**config.mk**
```make
export PLATFORM = sky130hd
export DESIGN_NAME = stream_in_fifo
export DESIGN_NICKNAME = d
export VERILOG_FILES = /design/src/rtl/stream_in_fifo.sv
export SDC_FILE = /design/constraint.sdc
export NUM_CORES = 1
export LEC_CHECK = 0
export ABC_AREA = 1
export BUFFER_PORTS_ARGS = -buffer_cell sky130_fd_sc_hd__buf_2
export CELL_PAD_IN_SITES_DETAIL_PLACEMENT = 0
export CELL_PAD_IN_SITES_GLOBAL_PLACEMENT = 1
export CORE_AREA = 2 2 213 215
export CTS_CLUSTER_SIZE = 8
export DETAILED_ROUTE_END_ITERATION = 6
export DIE_AREA = 0 0 215 217
export PLACE_DENSITY = 0.73
export SLEW_MARGIN = 5
export SYNTH_ARGS = -nofsm -noshare
export SYNTH_HDL_FRONTEND = slang
export SYNTH_SLANG_ARGS = --single-unit
```
**constraint.sdc**
```tcl
create_clock -name clk -period 3.3 [get_ports clk]
set_input_delay 0 -clock clk [delete_from_list [all_inputs] [get_ports clk]]
set_output_delay 0 -clock clk [all_outputs]
set_load 0.02 [all_outputs]
```
**src/rtl/stream_in_fifo.sv**
```systemverilog
// -----------------------------------------------------------------------------
// stream_in_fifo
//   Show-ahead FIFO on the stream path into picorv_mem's read port. An upstream
//   producer pushes words with a valid/ready handshake. The head word and a
//   level-valid are presented to picorv_mem, and its one-cycle ready pulse pops
//   that word. Producer bursts are absorbed while the CPU polls at its own rate.
//
// Ports
//   clk             in   1             single clock, all logic on posedge
//   reset           in   1             asynchronous assert, active-high
//   din             in   DATA_WIDTH    word from upstream producer
//   val_in          in   1             producer word valid
//   ready_upward    out  1             FIFO can accept (push = val_in & ready_upward)
//   dout            out  DATA_WIDTH    head word, valid while val_out = 1
//   val_out         out  1             FIFO non-empty
//   ready_downward  in   1             pop request (pops only while val_out = 1)
//   count           out  ADDR_WIDTH+1  occupancy, 0..DEPTH
//   almost_full     out  1             count >= AF_LEVEL
//   underflow_err   out  1             sticky: ready_downward seen while empty
// -----------------------------------------------------------------------------
module stream_in_fifo #(
  parameter int DATA_WIDTH = 32,
  parameter int DEPTH      = 16,
  parameter int AF_LEVEL   = 12
) (
  input  logic                          clk,
  input  logic                          reset,
  input  logic [DATA_WIDTH-1:0]         din,
  input  logic                          val_in,
  output logic                          ready_upward,
  output logic [DATA_WIDTH-1:0]         dout,
  output logic                          val_out,
  input  logic                          ready_downward,
  output logic [$clog2(DEPTH):0]        count,
  output logic                          almost_full,
  output logic                          underflow_err
);

  localparam int ADDR_WIDTH = $clog2(DEPTH);

  localparam logic [ADDR_WIDTH:0] FULL_COUNT = (ADDR_WIDTH+1)'(DEPTH);
  localparam logic [ADDR_WIDTH:0] AF_COUNT   = (ADDR_WIDTH+1)'(AF_LEVEL);

  logic [DATA_WIDTH-1:0] mem [DEPTH];
  logic [ADDR_WIDTH-1:0] wr_ptr;
  logic [ADDR_WIDTH-1:0] rd_ptr;
  logic                  push;
  logic                  pop;

  // Flags decode the registered count only, so there is no combinational path
  // from val_in or ready_downward to any output.
  assign ready_upward = (count != FULL_COUNT);
  assign val_out      = (count != '0);
  assign almost_full  = (count >= AF_COUNT);

  // When full, ready_upward is low, so a same-cycle pop never admits a push;
  // when empty, val_out is low, so a same-cycle push is never popped.
  assign push = val_in & ready_upward;
  assign pop  = ready_downward & val_out;

  // Show-ahead: the head entry drives dout directly from the register array.
  assign dout = mem[rd_ptr];

  // NOTE: storage is deliberately left out of reset; val_out gates the meaning
  // of dout, and a reset-free array maps onto distributed RAM.
  always_ff @(posedge clk) begin
    if (push) mem[wr_ptr] <= din;
  end

  // NOTE: all state updates use non-blocking assignments so every register
  // samples pre-edge values, independent of statement order.
  always_ff @(posedge clk or posedge reset) begin
    if (reset) begin
      wr_ptr        <= '0;
      rd_ptr        <= '0;
      count         <= '0;
      underflow_err <= 1'b0;
    end else begin
      // Pointers are exactly ADDR_WIDTH bits and wrap DEPTH-1 -> 0 naturally.
      if (push) wr_ptr <= wr_ptr + ADDR_WIDTH'(1);
      if (pop)  rd_ptr <= rd_ptr + ADDR_WIDTH'(1);

      unique case ({push, pop})
        2'b10:   count <= count + (ADDR_WIDTH+1)'(1);
        2'b01:   count <= count - (ADDR_WIDTH+1)'(1);
        default: count <= count;
      endcase

      if (ready_downward && !val_out) underflow_err <= 1'b1;
    end
  end

endmodule

```
==> impl_metrics.tcl, run 1 <==
set metrics [dict create \
    syn_area_sq_mm 0.0220 \
    synth.avg_cell_area_sq_um 12.6 \
    vdd_drop_max_mv 0.518 \
    clockBufferDepth 3 \
    dieArea_sq_mm 0.0467 \
    cts_root_buffer "clkbuf_16" \
    nets 1898 \
    crit_type "flop to output port" \
    power-per-cell-area_mw_per_mm2 892 \
    slew_viol_final 0 \
    startpoint_type "flop" \
    coreArea_sq_mm 0.0447 \
    final_util_pct 56.4 \
    post_drt_via_cell_ratio 5.41 \
    drt-total-wl_um 49800 \
    skew_ps 10.6 \
    fillers 3694 \
    first_pass_iters 5 \
    synth_area_leaders "edfxtp_1 (70%), o211ai_1 (7.3%), inv_1 (4.7%)" \
    setup_viol 0 \
    grt_pass1_wl_um 77600 \
    final_layout_size_suffix_gt1_share_pct 11.5 \
    synth.most_common_cell "edfxtp_1" \
    synth-main-ff-cell "edfxtp_1" \
    cts_num_sinks 526 \
    synth_edf_count 512 \
    synth_top_area_cell "edfxtp_1" \
    synth_nets 1782 \
    ant_nets 0 \
    cts_tree "done" \
    place.gp.congestion 0.800 \
    port_buffers 76 \
    antenna_cells 0 \
    yosysUniqueCellTypes 24 \
    grt_use_total_pct 21.8 \
    r2r-start "count[0]" \
    drc 0 \
    rsz0062_at_grt "no" \
    slew_headroom_pct 35.1 \
    hold_path_class "primary input to async pin" \
    outcome "finished, final reports clean" \
    leakagePower_nw 9.42 \
    grt_start_max_net_pins 115 \
    grt_pass1_vias 13200 \
    die_x_um 215 \
    tightest_slew_ps 974 \
    yosys_warnings 0 \
    synth-seq-cells 526 \
    initial_core_util_pct 49.1 \
    cap_violations 0 \
    hold_viol 0 \
    yosysTopAreaCellShare_pct 70.0 \
    instances_no_fill 2464 \
    arrival_ps 2640 \
    synth-async-reset-ratio_pct 2.66 \
    ios 77 \
    synthToLayoutAreaGrowth_pct 14.7 \
    worst_ep_required_time_ps 3300 \
    cts_post_setup_buffers_inserted 0 \
    crit_path_end_kind "output port" \
    yosys-top-cells-count "edfxtp_1 (512), inv_1 (277), nand2_1 (277), o211ai_1 (213), nand3_1 (199)" \
    dp_cells 2341 \
    rows 78 \
    drtIter0Drc 1293 \
    cts_resized 0 \
    grt-ovfl-total 0 \
    wl_per_cell_um 20.2 \
    clkTransAtPathRegs_ps 50 \
    antenna_found_initial 0 \
    ys_seq_area_share_pct 71.6 \
    finalCriticalPeriod_ps 2640 \
    clk_latency_ps 590 \
    post-dp-hpwl_um 26900 \
    numCtsBuffers 75 \
    crit_fanout 71 \
    holdWs_ps 16.7 \
    vias 13300 \
    critPathLaunch "rd_ptr[1]" \
    setup_tns_ps 0 \
    die_h_um 217 \
    period_share_pct 80.0 \
    max_freq_mhz 379 \
    p_total_mw 22.5 \
    syn_inst 1737 \
    htree_num_levels 3 \
]
[final timing paths]
path / end / slack (ps) / cells after the start
max: dout[3] / 660 / 6
min: count[3] / 20 / 3
max reg2reg: mem[2][7] / 770 / 7
min reg2reg: underflow_err / 480 / 1
max in group asynchronous: rd_ptr[1] / 2860 / 3
min in group clk: underflow_err / 230 / 4
[power breakdown]
group	total [mW]	internal (mW)	leakage, nW	switching, mW
Sequential	8.44	8.11	4.79	0.326
Combinational	7.29	2.21	3.65	5.08
Clock	6.74	4.12	0.984	2.62
Total	22.5	14.4	9.42	8.02
[placed cells by master, fill, tap and decap left out, types with 2 or more instances in the layout]
cell type      Yosys  final
nor2_4             0     16
dfrtp_4            0      3
a21oi_1           44     44
xnor2_1            2      2
ha_1               9      9
nand3_1          199    199
edfxtp_1         512    512
clkbuf_16          0     77
inv_2              2      2
o21ai_0           49     49
nor2_1            22      6
clkbuf_1          10      5
dlygate4sd3_1      0     35
nand2_1          277    277
dfrtp_1           14     10
o211ai_1         213    213
o21bai_1           2      2
buf_4             13     21
inv_1            277    277
inv_6              0      4
buf_2             40     76
xor2_1             6      6
buf_12             0     12
nand4_1            2      2
[metrics by stage]
stage          cell area (sq um)  worst slack, ps
6_report                   25200              659
5_1_grt                    25200              494
4_1_cts                    25200              600
3_5_place_dp               22800              799
3_3_place_gp               22800              887
2_1_floorplan              22000              223
[area by class of cell]
cell class                 instances  area, sq um  share of cell area, %
clock buffer                      82         1950                   7.72
clock inverter                     6         58.8                  0.233
inverter                         280         1050                   4.18
multi-input combinational        826         4520                   17.9
sequential                       526        15700                   62.5
tap                              600          751                   2.98
timing repair buffer             144         1130                   4.48
[registers in the layout (all words and copies together), names as in the netlist]
register       flops
count              5
mem              512
rd_ptr             4
underflow_err      1
wr_ptr             4
[per-layer routing]
| layer | global-route usage [%] | vias to the layer above | share of wire [%] |
|---|---|---|---|
| li1 | - | 6345 | - |
| met1 | 31.0 | 6535 | 45 |
| met2 | 34.9 | 391 | 48 |
| met3 | 3.44 | 57 | 6.2 |
| met4 | 6.62 | 0 | 1.7 |
| met5 | 0 | - | 0 |
[worst max-delay path: stages (launching register included)]
cell and delay (ps):
dfrtp_4 540, buf_4 670, o211ai_1 190, nand3_1 210, nand3_1 100, nand2_1 110, buf_2 170
[logic make-up (layout without fill, tap and decap cells)]
kind of cell / Yosys count / in the layout / synth area share [%]
XOR/XNOR: 8 / 8 / 0.319
AO/OA/AOI/OAI: 308 / 308 / 9.47
buffers and inverters: 385 / 512 / 8.35
adder cells (fa/ha/maj): 9 / 9 / 0.513
AND/OR/NAND/NOR: 501 / 501 / 9.74
flip-flops: 526 / 526 / 71.6
[what timing repair did]
action,in CTS,in global routing
hold buffers,35,0
endpoints found under the setup margin,0,0
endpoints found under the hold margin,535,0
No activity file was read; power rests on OpenSTA's default activity.
==> run 2: changes to the inputs <==
--- a/config.mk
+++ b/config.mk
@@ -9,11 +9,11 @@
 export BUFFER_PORTS_ARGS = -buffer_cell sky130_fd_sc_hd__buf_2
 export CELL_PAD_IN_SITES_DETAIL_PLACEMENT = 0
 export CELL_PAD_IN_SITES_GLOBAL_PLACEMENT = 1
-export CORE_AREA = 2 2 213 215
+export CORE_AREA = 2 2 222 224
 export CTS_CLUSTER_SIZE = 8
 export DETAILED_ROUTE_END_ITERATION = 6
-export DIE_AREA = 0 0 215 217
-export PLACE_DENSITY = 0.73
+export DIE_AREA = 0 0 224 226
+export PLACE_DENSITY = 0.71
 export SLEW_MARGIN = 5
 export SYNTH_ARGS = -nofsm -noshare
 export SYNTH_HDL_FRONTEND = slang
==> constraint.sdc (replaced) <==
create_clock -name clk -period 2.3 [get_ports clk]
set_input_delay 0 -clock clk [delete_from_list [all_inputs] [get_ports clk]]
set_output_delay 0 -clock clk [all_outputs]
set_load 0.02 [all_outputs]
==> impl_metrics.tcl, run 2 (same netlist as run 1, synthesis figures left out) <==
set metrics [dict create \
    outcome "finished, final reports clean" \
    place.gp.congestion 0.803 \
    crit_path_end_kind "output port" \
    grt_pass1_vias 13400 \
    startpoint_type "flop" \
    synthToLayoutAreaGrowth_pct 20.8 \
    top_regs "mem (512), count (5)" \
    slew_headroom_pct 60.4 \
    port_buffers 76 \
    antenna_found_initial 3 \
    vias 13800 \
    rsz0062_at_grt "yes" \
    max_freq_mhz 435 \
    vdd_drop_max_mv 0.639 \
    die_h_um 226 \
    antenna_cells 0 \
    skew_ps 18.1 \
    dieArea_sq_mm 0.0506 \
    post-dp-hpwl_um 29100 \
    clk_latency_ps 580 \
    path_cells "buf_4, buf_12, buf_16, o211ai_1, nand3_2, nand3_1, nand2_1, buf_4" \
    drtIter0Drc 1309 \
    wl_per_cell_um 21.1 \
    holdWs_ps 25.2 \
    top_register "mem" \
    cts_tree "done" \
    instances_no_fill 2551 \
    dp_cells 2398 \
    final_common_cell "edfxtp_1" \
    worst_ep_required_time_ps 2300 \
    rr_worst_depth 14 \
    grt_use_total_pct 20.8 \
    crit_type "flop to output port" \
    drt-total-wl_um 53900 \
    clockBufferDepth 3 \
    leakagePower_nw 10.0 \
    initial_core_util_pct 45.4 \
    hold_path_class "primary input to async pin" \
    coreArea_sq_mm 0.0483 \
    period_share_pct 99.9 \
    rows 81 \
    grt_pass1_wl_um 79000 \
    crit_slowest_cell "dfrtp_4" \
    clkTransAtPathRegs_ps 50 \
    ios 77 \
    post_drt_via_cell_ratio 5.40 \
    hold_viol 0 \
    ant_nets 0 \
    largest_register_ffs 512 \
    tightest_slew_ps 595 \
    grt_start_max_net_pins 95 \
    arrival_ps 2300 \
    slew_viol_final 0 \
    crit_fanout 21 \
    crit_top_cell "buf_4" \
    power-per-cell-area_mw_per_mm2 1330 \
    htree_num_levels 3 \
    cap_violations 0 \
    die_x_um 224 \
    numCtsBuffers 75 \
    setup_tns_ps 0 \
    cts_num_sinks 526 \
    grt-ovfl-total 0 \
    first_pass_iters 5 \
    cts_root_buffer "clkbuf_16" \
    crit_path_max_incr_delay_ps 490 \
    finalCriticalPeriod_ps 2300 \
    final_layout_size_suffix_gt1_share_pct 16.4 \
    setup_viol 0 \
    final_util_pct 54.9 \
    nets 1957 \
    drc 0 \
    final_cell_mix "edfxtp_1 (512), inv_1 (276), nand2_1 (266)" \
]
## run 2: cell types whose count changed in the layout (fill, tap and decap cells not counted), moves of 9 or more
cell and change:
nand2_1 -11, buf_2 -29, clkbuf_1 +9, o21ai_0 -14, buf_4 +38, nand3_1 -24, clkbuf_16 +11, nand3_2 +24
o21ai_1 +14, nand2_2 +10, buf_6 +18, buf_16 +11
## run 2: path summary, 6_finish.rpt
kind / startpoint / to / slack (ps)
hold / removal: reset / count[4] / 30
hold reg to reg: underflow_err / underflow_err / 470
min in group clk: ready_downward / underflow_err / 230
setup reg to reg: count[3] / count[4] / 200
max in group asynchronous: reset / rd_ptr[0] / 1840
setup / recovery: rd_ptr[0] / dout[18] / 3
## run 2: final cells by class
type | instances | area (sq um)
clock buffers | 91 | 1980
clock inverters | 3 | 21.3
fillers | 3856 | 21800
inverters | 280 | 1050
multi-input cells | 826 | 4710
flip-flops and latches | 526 | 15700
well taps | 622 | 778
repair buffers | 203 | 2260
## run 2: layer usage
layer	up-vias	track usage [%]	share of wire, %
li1	6490	-	-
met1	6798	29.5	45
met2	413	32.7	46
met3	69	4.02	6.5
met4	6	6.17	1.8
met5	-	0	0.076
## run 2: timing repair
action / 4_1_cts / 5_1_grt
endpoints found under the hold margin: 535 / 0
resized for setup: 28 / 99
endpoints found under the setup margin: 32 / 34
hold buffers: 35 / 0
cloned: 3 / 13
buffers inserted: 6 / 2
pin swaps: 11 / 68
## run 2: worst max-delay path, delay by kind of cell (launching register included)
family,cells,cell delay (ps)
simple gates,3,330
flops,1,490
buf+inv,4,640
compound gates,1,230
## run 2: where the power goes
group          leakage (nW)  internal, mW  switching, mW
combinational          4.26          5.14           8.65
sequential             4.78          11.6          0.317
clock                 0.976          5.93           3.68
## run 2: per-stage QoR
stage | cell area (sq um) | total power, mW | worst slack, ps
after floorplan | 22000 | 20.0 | -278
after global placement | 23300 | 23.4 | 139
after detailed placement | 23300 | 23.5 | 104
after CTS | 25900 | 33.9 | -40.9
after global routing | 26500 | 37.1 | -65.6
final | 26500 | 35.3 | 3.25
